File: src/rtl/flappy_pkg.sv
// Shared types and constants for the flappy game blocks: draw FSM states and
// maximal-length Galois LFSR feedback masks (right-shift form) per width.
package flappy_pkg;

    typedef enum logic {
        IDLE = 1'b0,
        DRAW = 1'b1
    } state_t;

    localparam logic [7:0]  TAPS_W8  = 8'hB8;
    localparam logic [15:0] TAPS_W16 = 16'hB400;
    localparam logic [31:0] TAPS_W32 = 32'hA3000000;

endpackage

File: src/rtl/lfsr_core.sv
// Right-shift Galois LFSR with seed load; a zero seed is replaced by SEED so
// the register can never lock up in the all-zero state.
module lfsr_core #(
    parameter int               WIDTH = 8,
    parameter logic [WIDTH-1:0] TAPS  = 8'hB8,
    parameter logic [WIDTH-1:0] SEED  = 8'h01
) (
    input  logic             clk,
    input  logic             rst_n,
    input  logic             en,
    input  logic             load,
    input  logic [WIDTH-1:0] d,
    output logic [WIDTH-1:0] q
);

    logic [WIDTH-1:0] q_step;

    always_comb begin
        q_step = (q >> 1) ^ (q[0] ? TAPS : '0);
    end

    always_ff @(posedge clk) begin
        if (!rst_n) begin
            q <= SEED;
        end else if (load) begin
            q <= (d == '0) ? SEED : d;
        end else if (en) begin
            q <= q_step;
        end
    end

endmodule

File: src/rtl/pipe_rand_gen.sv
// Range-limited random draw: bounded rejection sampling over a free-running LFSR,
// falling back to a halved candidate after MAX_TRIES rejected attempts.
module pipe_rand_gen
    import flappy_pkg::*;
#(
    parameter int               WIDTH     = 8,
    parameter logic [WIDTH-1:0] TAPS      = TAPS_W8,
    parameter logic [WIDTH-1:0] SEED      = 8'h01,
    parameter int               OUT_W     = 8,
    parameter int               MAX_TRIES = 4
) (
    input  logic             clk,
    input  logic             rst_n,
    input  logic             en,
    input  logic             seed_load,
    input  logic [WIDTH-1:0] seed_in,
    input  logic             req,
    input  logic [OUT_W-1:0] lo,
    input  logic [OUT_W-1:0] hi,
    output logic             busy,
    output logic             valid,
    output logic [OUT_W-1:0] out,
    output logic             fallback,
    output logic [WIDTH-1:0] raw,
    output state_t           dbg_state
);

    localparam int TW = $clog2(MAX_TRIES + 1);

    // Handshake: req is taken only while busy=0 (IDLE) and never queued; valid is a
    // one-cycle pulse with out/fallback updated, and there is no back-pressure.
    state_t           state, state_next;
    logic [TW-1:0]    tries;
    logic [OUT_W-1:0] lo_l, span_l, span_in, mask, cand;
    logic             hit, last, accept, finish, step_try;

    lfsr_core #(.WIDTH(WIDTH), .TAPS(TAPS), .SEED(SEED)) u_lfsr (
        .clk   (clk),
        .rst_n (rst_n),
        .en    (en),
        .load  (seed_load),
        .d     (seed_in),
        .q     (raw)
    );

    // Inverted bounds collapse to an empty span so the result is lo.
    always_comb begin
        span_in = (hi < lo) ? '0 : (hi - lo);
    end

    always_comb begin
        mask = span_l;
        for (int i = 1; i < OUT_W; i++) begin
            mask = mask | (span_l >> i);
        end
    end

    always_comb begin
        cand = raw[OUT_W-1:0] & mask;
        hit  = (cand <= span_l);
        last = (tries == TW'(MAX_TRIES - 1));
    end

    always_comb begin
        state_next = state;
        accept     = 1'b0;
        finish     = 1'b0;
        step_try   = 1'b0;
        case (state)
            IDLE: begin
                if (req) begin
                    accept     = 1'b1;
                    state_next = DRAW;
                end
            end
            DRAW: begin
                if (en) begin
                    if (hit || last) begin
                        finish     = 1'b1;
                        state_next = IDLE;
                    end else begin
                        step_try = 1'b1;
                    end
                end
            end
            default: state_next = IDLE;
        endcase
    end

    always_ff @(posedge clk) begin
        if (!rst_n) begin
            state    <= IDLE;
            tries    <= '0;
            lo_l     <= '0;
            span_l   <= '0;
            out      <= '0;
            valid    <= 1'b0;
            fallback <= 1'b0;
        end else begin
            state <= state_next;
            valid <= finish;
            if (accept) begin
                lo_l   <= lo;
                span_l <= span_in;
                tries  <= '0;
            end
            if (step_try) begin
                tries <= tries + 1'b1;
            end
            // mask < 2*span+1 keeps cand>>1 within span, so both paths stay in range.
            if (finish) begin
                out      <= hit ? (lo_l + cand) : (lo_l + (cand >> 1));
                fallback <= ~hit;
            end
        end
    end

    assign busy      = (state == DRAW);
    assign dbg_state = state;

endmodule
File: config.mk
export PLATFORM = sky130hd
export DESIGN_NAME = pipe_rand_gen
export DESIGN_NICKNAME = d
export VERILOG_FILES = /design/src/rtl/flappy_pkg.sv /design/src/rtl/lfsr_core.sv /design/src/rtl/pipe_rand_gen.sv
export SDC_FILE = /design/constraint.sdc
export NUM_CORES = 1
export LEC_CHECK = 0
export CAP_MARGIN = 20
export CORE_AREA = 2 2 78 80
export DETAILED_ROUTE_END_ITERATION = 16
export DIE_AREA = 0 0 80 82
export DONT_BUFFER_PORTS = 1
export GPL_ROUTABILITY_DRIVEN = 0
export PLACE_DENSITY = 0.64
export SYNTH_ARGS = -nofsm -noshare
export SYNTH_HDL_FRONTEND = slang
export SYNTH_SLANG_ARGS = --single-unit
File: constraint.sdc
create_clock -name clk -period 7.65 [get_ports clk]
set_input_delay 0.3825 -clock clk [delete_from_list [all_inputs] [get_ports clk]]
set_output_delay 0.3825 -clock clk [all_outputs]
set_load 0.1 [all_outputs]
Yosys cells after proc, flatten, opt, wreduce, memory -nomap -nowiden
Index checks and enable logic that the tools add are counted.
{"block": "word_totals", "ff_bits": 38, "inputBits": 29, "output_inout_bits": 20, "elab_cells": 48}
{"block": "op_classes", "n_addsub": 4, "magnitude_cmp": 2, "eq_ne": 1, "mux": 18, "bitwise": 11, "n_reduce_logical": 4}
{"cell": "8-bit 2-to-1 mux", "n": 6}
{"cell": "1-bit 2-to-1 mux", "n": 9}
{"cell": "8-bit by 7-bit adder with 8-bit output", "n": 1}
{"cell": "8-bit adder", "n": 1}
{"cell": "8-bit bitwise AND", "n": 1}
{"cell": "8-bit less-or-equal comparator", "n": 1}
{"cell": "8-bit logical NOT", "n": 1}
{"cell": "8-bit < comparator", "n": 1}
{"cell": "8-bit by 1-bit bitwise OR with 8-bit output", "n": 1}
{"cell": "8-bit by 2-bit bitwise OR with 8-bit output", "n": 1}
{"cell": "8-bit by 3-bit bitwise OR with 8-bit output", "n": 1}
{"cell": "8-bit by 4-bit bitwise OR with 8-bit output", "n": 1}
{"cell": "8-bit by 5-bit bitwise OR with 8-bit output", "n": 1}
{"cell": "8-bit by 6-bit bitwise OR with 8-bit output", "n": 1}
{"cell": "8-bit by 7-bit bitwise OR with 8-bit output", "n": 1}
{"cell": "8-bit subtractor", "n": 1}
{"cell": "7-bit by 8-bit XOR with 8-bit output", "n": 1}
{"cell": "3-bit 2-to-1 mux", "n": 2}
{"cell": "2-bit nonzero test", "n": 2}
{"cell": "3-bit by 1-bit adder with 3-bit output, second input constant", "n": 1}
{"cell": "3-bit by 2-bit == test with 1-bit output, second input constant", "n": 1}
{"cell": "1-bit inverter", "n": 2}
{"cell": "1-bit one-hot mux with 2 select lines", "n": 1}
{"cell": "1-bit logical OR", "n": 1}

Depth between registers and ports, before layout
Gate-level depths: netlist of run 1.
{"block": "logic_depth", "word_depth": 14, "mapped_depth": 19, "depth_no_buf": 19}

Modules after synthesis
A second synthesis of run 1 with hierarchy kept.
{"block": "hier_totals", "cells_unflattened": 280, "hier_area_um2": 2428.6}
{"mod": "pipe_rand_gen", "n_inst": 1, "cells_per_inst": 234, "area_per_inst_um2": 2021.9, "seq_area_each_um2": 600.6}
{"mod": "lfsr_core", "n_inst": 1, "cells_per_inst": 46, "area_per_inst_um2": 406.6, "seq_area_each_um2": 160.2}

Least setup slack after synthesis of run 1
Ideal clock, no wire load.
{"block": "synth_path", "path_kind": "reg2reg", "from": "reg span_l[4]", "to": "reg out[7]", "setup_time_ps": 118, "t_arrival_ps": 4382, "required_ps": 7532, "setup_slack_ps": 3150, "stages_incl_launch_ff": 19, "n_path_buf": 0, "period_less_slack_ps": 4500, "cell_sequence": "dfxtp_1 > or4_1 > or4_1 > nand2_1 > inv_1 > ha_1 > and3_1 > a221o_1 > a221o_1 > nand2_1 > nor2_2 > mux2i_1 > ha_1 > a21o_1 > a211oi_1 > nor2_1 > o41ai_1 > xnor3_1 > a22o_1"}
{"block": "synth_between", "elab_chain_cells": 13, "elab_cells_between_ends": 16, "cone_classes": "2 x add/sub; 1 x order compare; 4 x mux; 8 x bitwise; 1 x reduce/logical"}
{"item": "start, declared", "line": "pipe_rand_gen.sv:34", "source": "logic [OUT_W-1:0] lo_l, span_l, span_in, mask, cand;"}
{"item": "start signal, assigned", "line": "pipe_rand_gen.sv:104", "source": "span_l <= span_in;"}
{"item": "8-bit by 7-bit bitwise OR with 8-bit output", "line": "pipe_rand_gen.sv:54", "source": "mask = mask | (span_l >> i);"}
{"item": "8-bit by 6-bit bitwise OR with 8-bit output", "line": "pipe_rand_gen.sv:54"}
{"item": "8-bit by 5-bit bitwise OR with 8-bit output", "line": "pipe_rand_gen.sv:54"}
{"item": "8-bit by 4-bit bitwise OR with 8-bit output", "line": "pipe_rand_gen.sv:54"}
{"item": "8-bit by 3-bit bitwise OR with 8-bit output", "line": "pipe_rand_gen.sv:54"}
{"item": "8-bit by 2-bit bitwise OR with 8-bit output", "line": "pipe_rand_gen.sv:54"}
{"item": "8-bit by 1-bit bitwise OR with 8-bit output", "line": "pipe_rand_gen.sv:54"}
{"item": "8-bit bitwise AND", "line": "pipe_rand_gen.sv:59", "source": "cand = raw[OUT_W-1:0] & mask;"}
{"item": "8-bit less-or-equal comparator", "line": "pipe_rand_gen.sv:60", "source": "hit = (cand <= span_l);"}
{"item": "1-bit logical OR", "line": "pipe_rand_gen.sv:78", "source": "if (hit || last) begin"}
{"item": "1-bit 2-to-1 mux", "line": "pipe_rand_gen.sv:78"}
{"item": "1-bit 2-to-1 mux", "line": "pipe_rand_gen.sv:77", "source": "if (en) begin"}
{"item": "1-bit 2-to-1 mux", "line": "pipe_rand_gen.sv:69", "source": "case (state)"}
{"item": "end signal, assigned", "line": "pipe_rand_gen.sv:112", "source": "out <= hit ? (lo_l + cand) : (lo_l + (cand >> 1));"}
{"item": "end, declared", "line": "pipe_rand_gen.sv:22", "source": "output logic [OUT_W-1:0] out,"}
Several ways; a longest one is shown, not always the timed one.
A chain may end at the register's enable or synchronous reset.

Final worst setup path of run 1
Same ends and word-level chain as after synthesis.

==> summary.md, run 1 <==
| Metric | Value |
|---|---|
| Status | complete, no violations |
| Number of global-route vias before repair | 1875 |
| Longest Clk Path Bufs | 2 |
| H-tree depth | 2 |
| Crit-path cells | or4_1, or4_1, nand2_1, inv_1, ha_1, and3_1, a221o_1, a221o_1, nand2_1, nor2_2, mux2i_1, ha_1, a21o_1, a211oi_1, nor2_1, o41ai_1, xnor3_1, a22o_1 |
| Synth Register Bits | 38 |
| Clk slew on worst S/H paths | 70 ps |
| Clock Skew | 1.388 ps |
| Non-Filler Instances | 358 |
| # hold bufs at CTS | 0 |
| Ports | 49 |
| # diodes | 0 |
| Final #Nets | 337 |
| Cell Rows | 28 |
| DR WL/cell | 14.78 um |
| Initial DRT Pass Iterations | 4 |
| Worst min path class | in2reg |
| Power per Cell Area | 205.6 nW/um^2 |
| Leakage | 1.169 nW |
| Area grow syn2layout | 6.218% |
| Syn Area/Cell | 8.543 um^2 |
| VDD IR max | 0.08400 mV |
| Sequential-to-total area share from yosys stat | 31.24% |
| CP startpoint kind | flop |
| Postcts setup bufs | 0 |
| Initial antenna violation count | 0 |
| Final WL | 5.290 mm |
| Element type at the critical path end | flop |
| DP Area | 2495 um^2 |
| Slowest-stage cell, CP | or4_1 |
| Synthesized Nets | 340 |
| DRC viols | 0 |
| GRT overflow | 0 |
| Total CTS buffers | 5 |
| # Max-Cap Violations | 0 |
| Yosys cell types | 46 |
| CP max FO | 8 |
| ANT nets after route | 0 |
| Largest stage delay, worst path | 580 ps |
| Synth Cell Area | 2435 um^2 |
| Initial drt markers | 55 |
| Leading area contributor after synthesis | dfxtp_1 |
| First-pass GRT wire length | 8.659 mm |
| Placed Instances | 350 |
| Commonest cells in the netlist | 38 x dfxtp_1, 29 x nand2_1, 25 x inv_1 |
| Post-synth EDFFs | 0 |
| WS Path Type | reg2reg |
| Clock sinks | 38 |
| Least-Margin Pin Slew | 1080 ps |
| Final Max Slew Viols | 0 |
| Worst skew pair latency | 290 ps |
| Worst Path Buf+Inv | 1 |
| Tot GR Track Use | 17.01% |
| CP Data Required Time | 7840 ps |
| Rel. slew slack | 27.93% |
| DR vias | 1915 |
| Share of the synthesized area in the top cell type | 31.24% |
| CTS tree | done |
| DIE AREA | 6560 um^2 |
| Max Freq | 208.5 MHz |
| Design Area, Final | 2586 um^2 |
| Most frequent cell after synthesis | dfxtp_1 |
| Largest net degree at the start of global routing | 31 |
| RSZ-0062 raised after global routing | no |
| Routed vias/inst | 5.349 |
| Layout cell share with drive strength beyond 1 | 5.300% |
| Period minus WS final | 4796 ps |
| CP delay by family, top | simple AND/OR/NAND/NOR gates |
| HPWL Detailed | 4.187 mm |
| Syn Inst Count | 285 |
| FFs w/ async S/R, synth | 0% |
| Post_cts resized | 0 |
| Core Region | 5746 um^2 |
| Root Buffer | clkbuf_8 |
| Crit path DAT | 4980 ps |
| Die width | 80 um |
| Buffers on Ports | 0 |
| Initial core utilization | 42.38% |
| Ys Warns | 0 |
| Die Y | 82 um |
| Largest cells by area after synthesis | dfxtp_1 31%, ha_1 12%, mux2i_1 4.5% |
| # setup viols final | 0 |
| Final hold vios | 0 |
| Setup TNS | 0 ps |
| Most used DFF post-synth | dfxtp_1 |
| Fin crit share | 62.69% |
[cells in the final DEF, fill, tap and decap left out, drive strengths merged, types with 10 or more instances in the layout]
cell,Yosys,layout
inv,25,25
a21boi,10,10
o21ai,13,13
nor2b,13,13
dfxtp,38,38
a21oi,10,10
nor2,17,17
ha,24,24
nand2,29,29
mux2i,11,11
[per-layer routing]
layer | vias up | share of wire, % | global-route usage [%] | wire, um
li1 | 987 | - | - | -
met5 | - | 0 | 0 | 0
met1 | 875 | 45 | 20.52 | 2389
met4 | 0 | 1.8 | 7.288 | 97
met3 | 8 | 6.1 | 4.945 | 322
met2 | 45 | 47 | 28.25 | 2480
[stage by stage]
stage	setup slack, ps	util (%)	power (mW)	hold WS [ps]
after detailed placement	2863	43.42	0.3961	455.6
after global placement	2963	43.42	0.3926	450.3
after global routing	2510	45.01	0.5648	170.2
final	2854	45.01	0.5317	161.5
after floorplan	3150	-	0.3736	444.0
after CTS	2828	45.01	0.5403	146.0
[path summary, 6_finish.rpt]
path / from / to / slack, ps / cells after the start
setup / recovery: span_l[4] / out[7] / 2850 / 18
hold / removal: rst_n / u_lfsr.q[0] / 160 / 1
setup reg to reg: span_l[4] / out[7] / 2850 / 18
hold reg to reg: lo_l[3] / lo_l[3] / 470 / 2
[area by class of cell]
cell class / count / area (um^2)
Fill cell: 582 / 3159
Inverter: 25 / 93.84
Multi-Input combinational cell: 210 / 1530
Tap cell: 75 / 93.84
Sequential cell: 38 / 762.0
Clock inverter: 1 / 5.005
Timing Repair Buffer: 2 / 15.01
Clock buffer: 7 / 86.33
[worst register-to-register path: stages (launching register included)]
cell and delay, ps:
dfxtp_1 330, or4_1 580, or4_1 430, nand2_1 140
inv_1 60, ha_1 270, and3_1 160, a221o_1 140
a221o_1 220, nand2_1 90, nor2_2 380, mux2i_1 350
ha_1 280, a21o_1 190, a211oi_1 220, nor2_1 90
o41ai_1 290, xnor3_1 280, a22o_1 200
[registers in the layout, summed over array words and instances (netlist names)]
signal	cells
lo_l	8
fallback	1
span_l	8
u_lfsr.q	8
valid	1
out	8
tries	3
busy	1
[power breakdown]
group	total [mW]	internal (mW)	switching, mW
Combinational	0.132	0.0569	0.0750
Clock	0.141	0.0727	0.0682
Sequential	0.259	0.209	0.0498
Total	0.532	0.339	0.193
[cells by family after synthesis]
kind of cell               after synthesis  synth area share (%)
AOI/OAI and AO/OA                       74                 21.53
xor gates and xnor gates                13                 5.241
adders and majority gates               26                 13.98
buffers and inverters                   37                 5.909
DFF                                     38                 31.24
muxes                                   12                 4.985
and+or+nand+nor                         85                 17.11
Power figures use the tool's default switching activity.
==> run 2: changes to the inputs <==
clock period = 4.6 ns   (was 7.65 ns; I/O delays follow)
==> run 2 against run 1 <==
  * Flip-flop and latch count unchanged
  * Combinational power up 120%
  * Die area stayed put
  * Setup slack worse by 2700 ps
  * Count of clock-buffer cells in the layout is the same
  * Global-route usage about the same
  * Wire length is 1.5% higher
  * Sequential share of layout area shrank 1.6 points
  * Non-clock buffer count increased by 14
  * Maximum frequency is 8.8% higher
  * Critical path depth unchanged
  * Via count rose by 3.5%
==> summary.md, run 2 (synthesis results as in run 1) <==
| Metric | Value |
|---|---|
| H-tree depth | 2 |
| Clk slew on worst S/H paths | 70 ps |
| Final WL | 5.371 mm |
| GRT overflow | 0 |
| DRC viols | 0 |
| First-pass GRT wire length | 8.735 mm |
| Setup WS post-layout | 191.5 ps |
| Total CTS buffers | 5 |
| Initial drt markers | 131 |
| RSZ-0062 raised after global routing | no |
| Area grow syn2layout | 12.85% |
| Largest stage delay, worst path | 530 ps |
| Longest Clk Path Bufs | 2 |
| Crit-path cells | or4_4, or4_4, nand2_4, inv_1, ha_1, and3_4, a221o_1, a221o_1, nand2_2, nor2_4, mux2i_1, ha_1, a21o_1, a211oi_2, nor2_2, o41ai_2, xnor3_1, a22o_1 |
| # Max-Cap Violations | 0 |
| Setup TNS | 0 ps |
| Initial core utilization | 42.38% |
| Worst Path Buf+Inv | 1 |
| Cell Rows | 28 |
| Initial antenna violation count | 0 |
| Number of global-route vias before repair | 1942 |
| Global routing met3 resource utilization | 4.725% |
| Most common cell after layout, fill and taps aside | dfxtp_1 |
| Least-Margin Pin Slew | 1084 ps |
| Clock sinks | 38 |
| GR peak layer | met2 |
| Fin crit share | 95.84% |
| Largest net degree at the start of global routing | 31 |
| Final #Nets | 351 |
| Slowest-stage cell, CP | or4_4 |
| HPWL Detailed | 4.249 mm |
| Period minus WS final | 4408 ps |
| Rel. slew slack | 27.71% |
| # diodes | 0 |
| CP delay by family, top | compound AO/OA/AOI/OAI gates |
| Worst slack at placement | 57.77 ps |
| DIE AREA | 6560 um^2 |
| Leakage | 1.259 nW |
| Routed vias/inst | 5.328 |
| M1 GR Usage | 21.57% |
| Total power | 929.2 uW |
| Final Max Slew Viols | 0 |
| CP max FO | 4 |
| DP Area | 2585 um^2 |
| FF-to-FF setup slack | 190 ps |
| Status | complete, no violations |
| Non-Filler Instances | 372 |
| Clock Skew | 5.181 ps |
| Buffers on Ports | 0 |
| Die Y | 82 um |
| CTS tree | done |
| Commonest cells after routing, fill and taps aside | 35 x dfxtp_1, 27 x nand2_1, 25 x inv_1 |
| CP startpoint kind | flop |
| Max Freq | 226.8 MHz |
| Tot GR Track Use | 17.04% |
| Design Area, Final | 2748 um^2 |
| Fillcell total | 569 |
| Placed Instances | 362 |
| Ports | 49 |
| Initial DRT Pass Iterations | 5 |
| # setup viols final | 0 |
| Global routing usage on met2 | 28.08% |
| WS Path Type | reg2reg |
| DR WL/cell | 14.44 um |
| Die width | 80 um |
| Core Region | 5746 um^2 |
| Power per Cell Area | 338.2 nW/um^2 |
| Root Buffer | clkbuf_8 |
| ANT nets after route | 0 |
| Worst min path class | in2reg |
| VDD IR max | 0.1441 mV |
| CP Data Required Time | 4790 ps |
| Element type at the critical path end | flop |
| Final hold vios | 0 |
| DR vias | 1982 |
| Layout cell share with drive strength beyond 1 | 13.47% |
| Worst skew pair latency | 290 ps |
| Crit path DAT | 4600 ps |
[run 2: through the flow]
stage | hold slack, ps | util, %
4_1_cts | 0.7809 | 46.58
3_3_place_gp | 302.0 | 44.99
6_report | 44.18 | 47.82
2_1_floorplan | 340.2 | -
5_1_grt | 30.86 | 47.82
3_5_place_dp | 304.5 | 44.99
[run 2: report_power, final]
group / internal [mW] / total [mW] / switching (mW)
sequential: 0.348 / 0.404 / 0.0557
combinational: 0.127 / 0.292 / 0.165
clock: 0.121 / 0.234 / 0.113
[run 2: timing repair]
action / CTS / global route
endpoints found under the setup margin: 0 / 2
resized for setup: 0 / 15
setup buffers: 0 / 1
hold endpoints to repair: 0 / 1
hold buffers: 0 / 1
[run 2: routing by layer]
metal  up-vias  share of wire (%)
li1       1018                  -
met1       907                 45
met2        48                 46
met3         9                6.7
met4         0                1.6
met5         -                  0
[run 2: path summary, 6_finish.rpt]
path                                start      end  depth (start not counted)
worst min-delay path                  req     busy                          1
worst max register to register  span_l[4]   out[7]                         18
worst max-delay path            span_l[4]   out[7]                         18
worst min register to register    lo_l[3]  lo_l[3]                          2
[run 2: worst reg2reg max path, delay by kind of cell (launching register included)]
kind | cells | cell delay [ps]
DFF | 1 | 330
muxes | 1 | 210
and+or+nand+nor | 7 | 1450
xor gates and xnor gates | 1 | 260
AOI/OAI and AO/OA | 6 | 1490
buffers and inverters | 1 | 40
adders and majority gates | 2 | 520
[run 2: final cells by class]
| class | count | area [um^2] | share of cell area, % |
|---|---|---|---|
| multi-input cells | 210 | 1582 | 57.56 |
| flip-flops and latches | 38 | 764.5 | 27.82 |
| repair buffers | 16 | 122.6 | 4.463 |
| inverters | 25 | 93.84 | 3.415 |
| well taps | 75 | 93.84 | 3.415 |
| clock buffers | 7 | 86.33 | 3.142 |
| clock inverters | 1 | 5.005 | 0.1821 |
==> run 3: changes to the inputs <==
CTS_CLUSTER_SIZE = 8   (was default)
clock period = 4.95 ns   (was 4.6 ns; I/O delays follow)
==> run 3 against run 2 <==
  * Design area shrank 3.3%
  * Utilization fell by 1.6 points
  * Wire length decreased by 3.4%
  * Count of clock-buffer cells in the layout down 1
  * Critical endpoint is now out[6]
  * Highest routed layer unchanged
==> summary.md, run 3 (synthesis results as in run 1) <==
| Metric | Value |
|---|---|
| RSZ-0062 raised after global routing | no |
| Longest Clk Path Bufs | 2 |
| Number of global-route vias before repair | 1879 |
| # setup viols final | 0 |
| Die width | 80 um |
| Setup TNS | 0 ps |
| Initial drt markers | 110 |
| Crit path DAT | 4860 ps |
| Status | complete, no violations |
| Initial DRT Pass Iterations | 4 |
| Layout cell share with drive strength beyond 1 | 8.681% |
| Cell Rows | 28 |
| Rel. slew slack | 27.99% |
| WS Path Type | reg2reg |
| Clock Skew | 9.131 ps |
| GRT overflow | 0 |
| Routed vias/inst | 5.275 |
| # Max-Cap Violations | 0 |
| Worst skew pair latency | 290 ps |
| Total CTS buffers | 5 |
| Final WL | 5.190 mm |
| CP Data Required Time | 5130 ps |
| Final Max Slew Viols | 0 |
| Root Buffer | clkbuf_8 |
| Commonest cells after routing, fill and taps aside | 37 x dfxtp_1, 28 x nand2_1, 25 x inv_1 |
| Design Area, Final | 2656 um^2 |
| Ports | 49 |
| Core Region | 5746 um^2 |
| Period minus WS final | 4679 ps |
| VDD IR max | 0.1478 mV |
| Initial antenna violation count | 0 |
| HPWL Detailed | 4.150 mm |
| DR vias | 1915 |
| CP startpoint kind | flop |
| Worst min path class | in2reg |
| Clock sinks | 38 |
| CP max FO | 8 |
| Max Freq | 213.7 MHz |
| Die Y | 82 um |
| Fillcell total | 575 |
| Clk slew on worst S/H paths | 70 ps |
| DR WL/cell | 14.30 um |
| Power per Cell Area | 308.6 nW/um^2 |
| Largest net degree at the start of global routing | 31 |
| Most common cell after layout, fill and taps aside | dfxtp_1 |
| Leakage | 1.197 nW |
| Least-Margin Pin Slew | 1080 ps |
| Initial core utilization | 42.38% |
| First-pass GRT wire length | 8.542 mm |
| # diodes | 0 |
| Area grow syn2layout | 9.096% |
| Final hold vios | 0 |
| Post_cts resized | 0 |
| DRC viols | 0 |
| DIE AREA | 6560 um^2 |
| CTS tree | done |
| Fin crit share | 94.53% |
| Final #Nets | 343 |
| # hold bufs at CTS | 0 |
| DP Area | 2540 um^2 |
| Postcts setup bufs | 0 |
| ANT nets after route | 0 |
| H-tree depth | 2 |
| Element type at the critical path end | flop |
| Tot GR Track Use | 16.54% |
| Buffers on Ports | 0 |
==> run 3: layout make-up <==
class	instances	area, um^2	share of cell area, %
multi-input combinational	210	1567	58.97
timing repair buffer	8	60.06	2.261
tap	75	93.84	3.533
sequential	38	762.0	28.69
inverter	25	93.84	3.533
clock inverter	1	7.507	0.2826
clock buffer	6	72.57	2.732
==> run 3: per-layer routing <==
layer / part of all wire (%) / up-vias / GRT usage (%)
met5: 0 / - / 0
li1: - / 1001 / -
met3: 4.8 / 6 / 3.956
met2: 45 / 35 / 27.25
met1: 48 / 873 / 21.28
met4: 1.6 / 0 / 5.593
==> run 3: critical path, stage by stage, from the launching register on <==
cell      delay [ps]
dfxtp_1          330
or4_4            560
or4_1            450
nand2_2          130
inv_1             50
ha_1             260
and3_1           180
a221o_1          290
a221o_1          380
nand2_1          130
nor2_4            90
mux2i_1          150
ha_1             230
fa_1             400
a21o_1           170
a21oi_1          230
o21bai_1          90
a21oi_1          180
xnor2_1           80
a22o_1           190
==> run 3: power by group <==
group | internal [mW] | switching [mW] | leakage, nW
registers | 0.323 | 0.0513 | 0.310
logic | 0.0976 | 0.149 | 0.849
clock network | 0.0965 | 0.102 | 0.0373
==> run 3: stage by stage <==
step                setup slack (ps)  util, %  hold WS (ps)  power, mW  instances
global route                   7.105    46.23         18.58     0.8725        363
CTS                            137.4    45.60         21.12     0.8142        363
global placement               281.5    44.21         319.1     0.6122        356
finish                         270.9    46.23         35.83     0.8197        363
detailed placement             126.5    44.21         317.1     0.6157        356
floorplan                      450.0        -         357.7     0.5774        285
==> run 3: worst paths after layout <==
check	slack (ps)	cells past startpoint	startpoint	to
max	270	19	span_l[4]	out[6]
min	40	1	rst_n	u_lfsr.q[0]
max reg2reg	270	19	span_l[4]	out[6]
min reg2reg	470	2	lo_l[3]	lo_l[3]
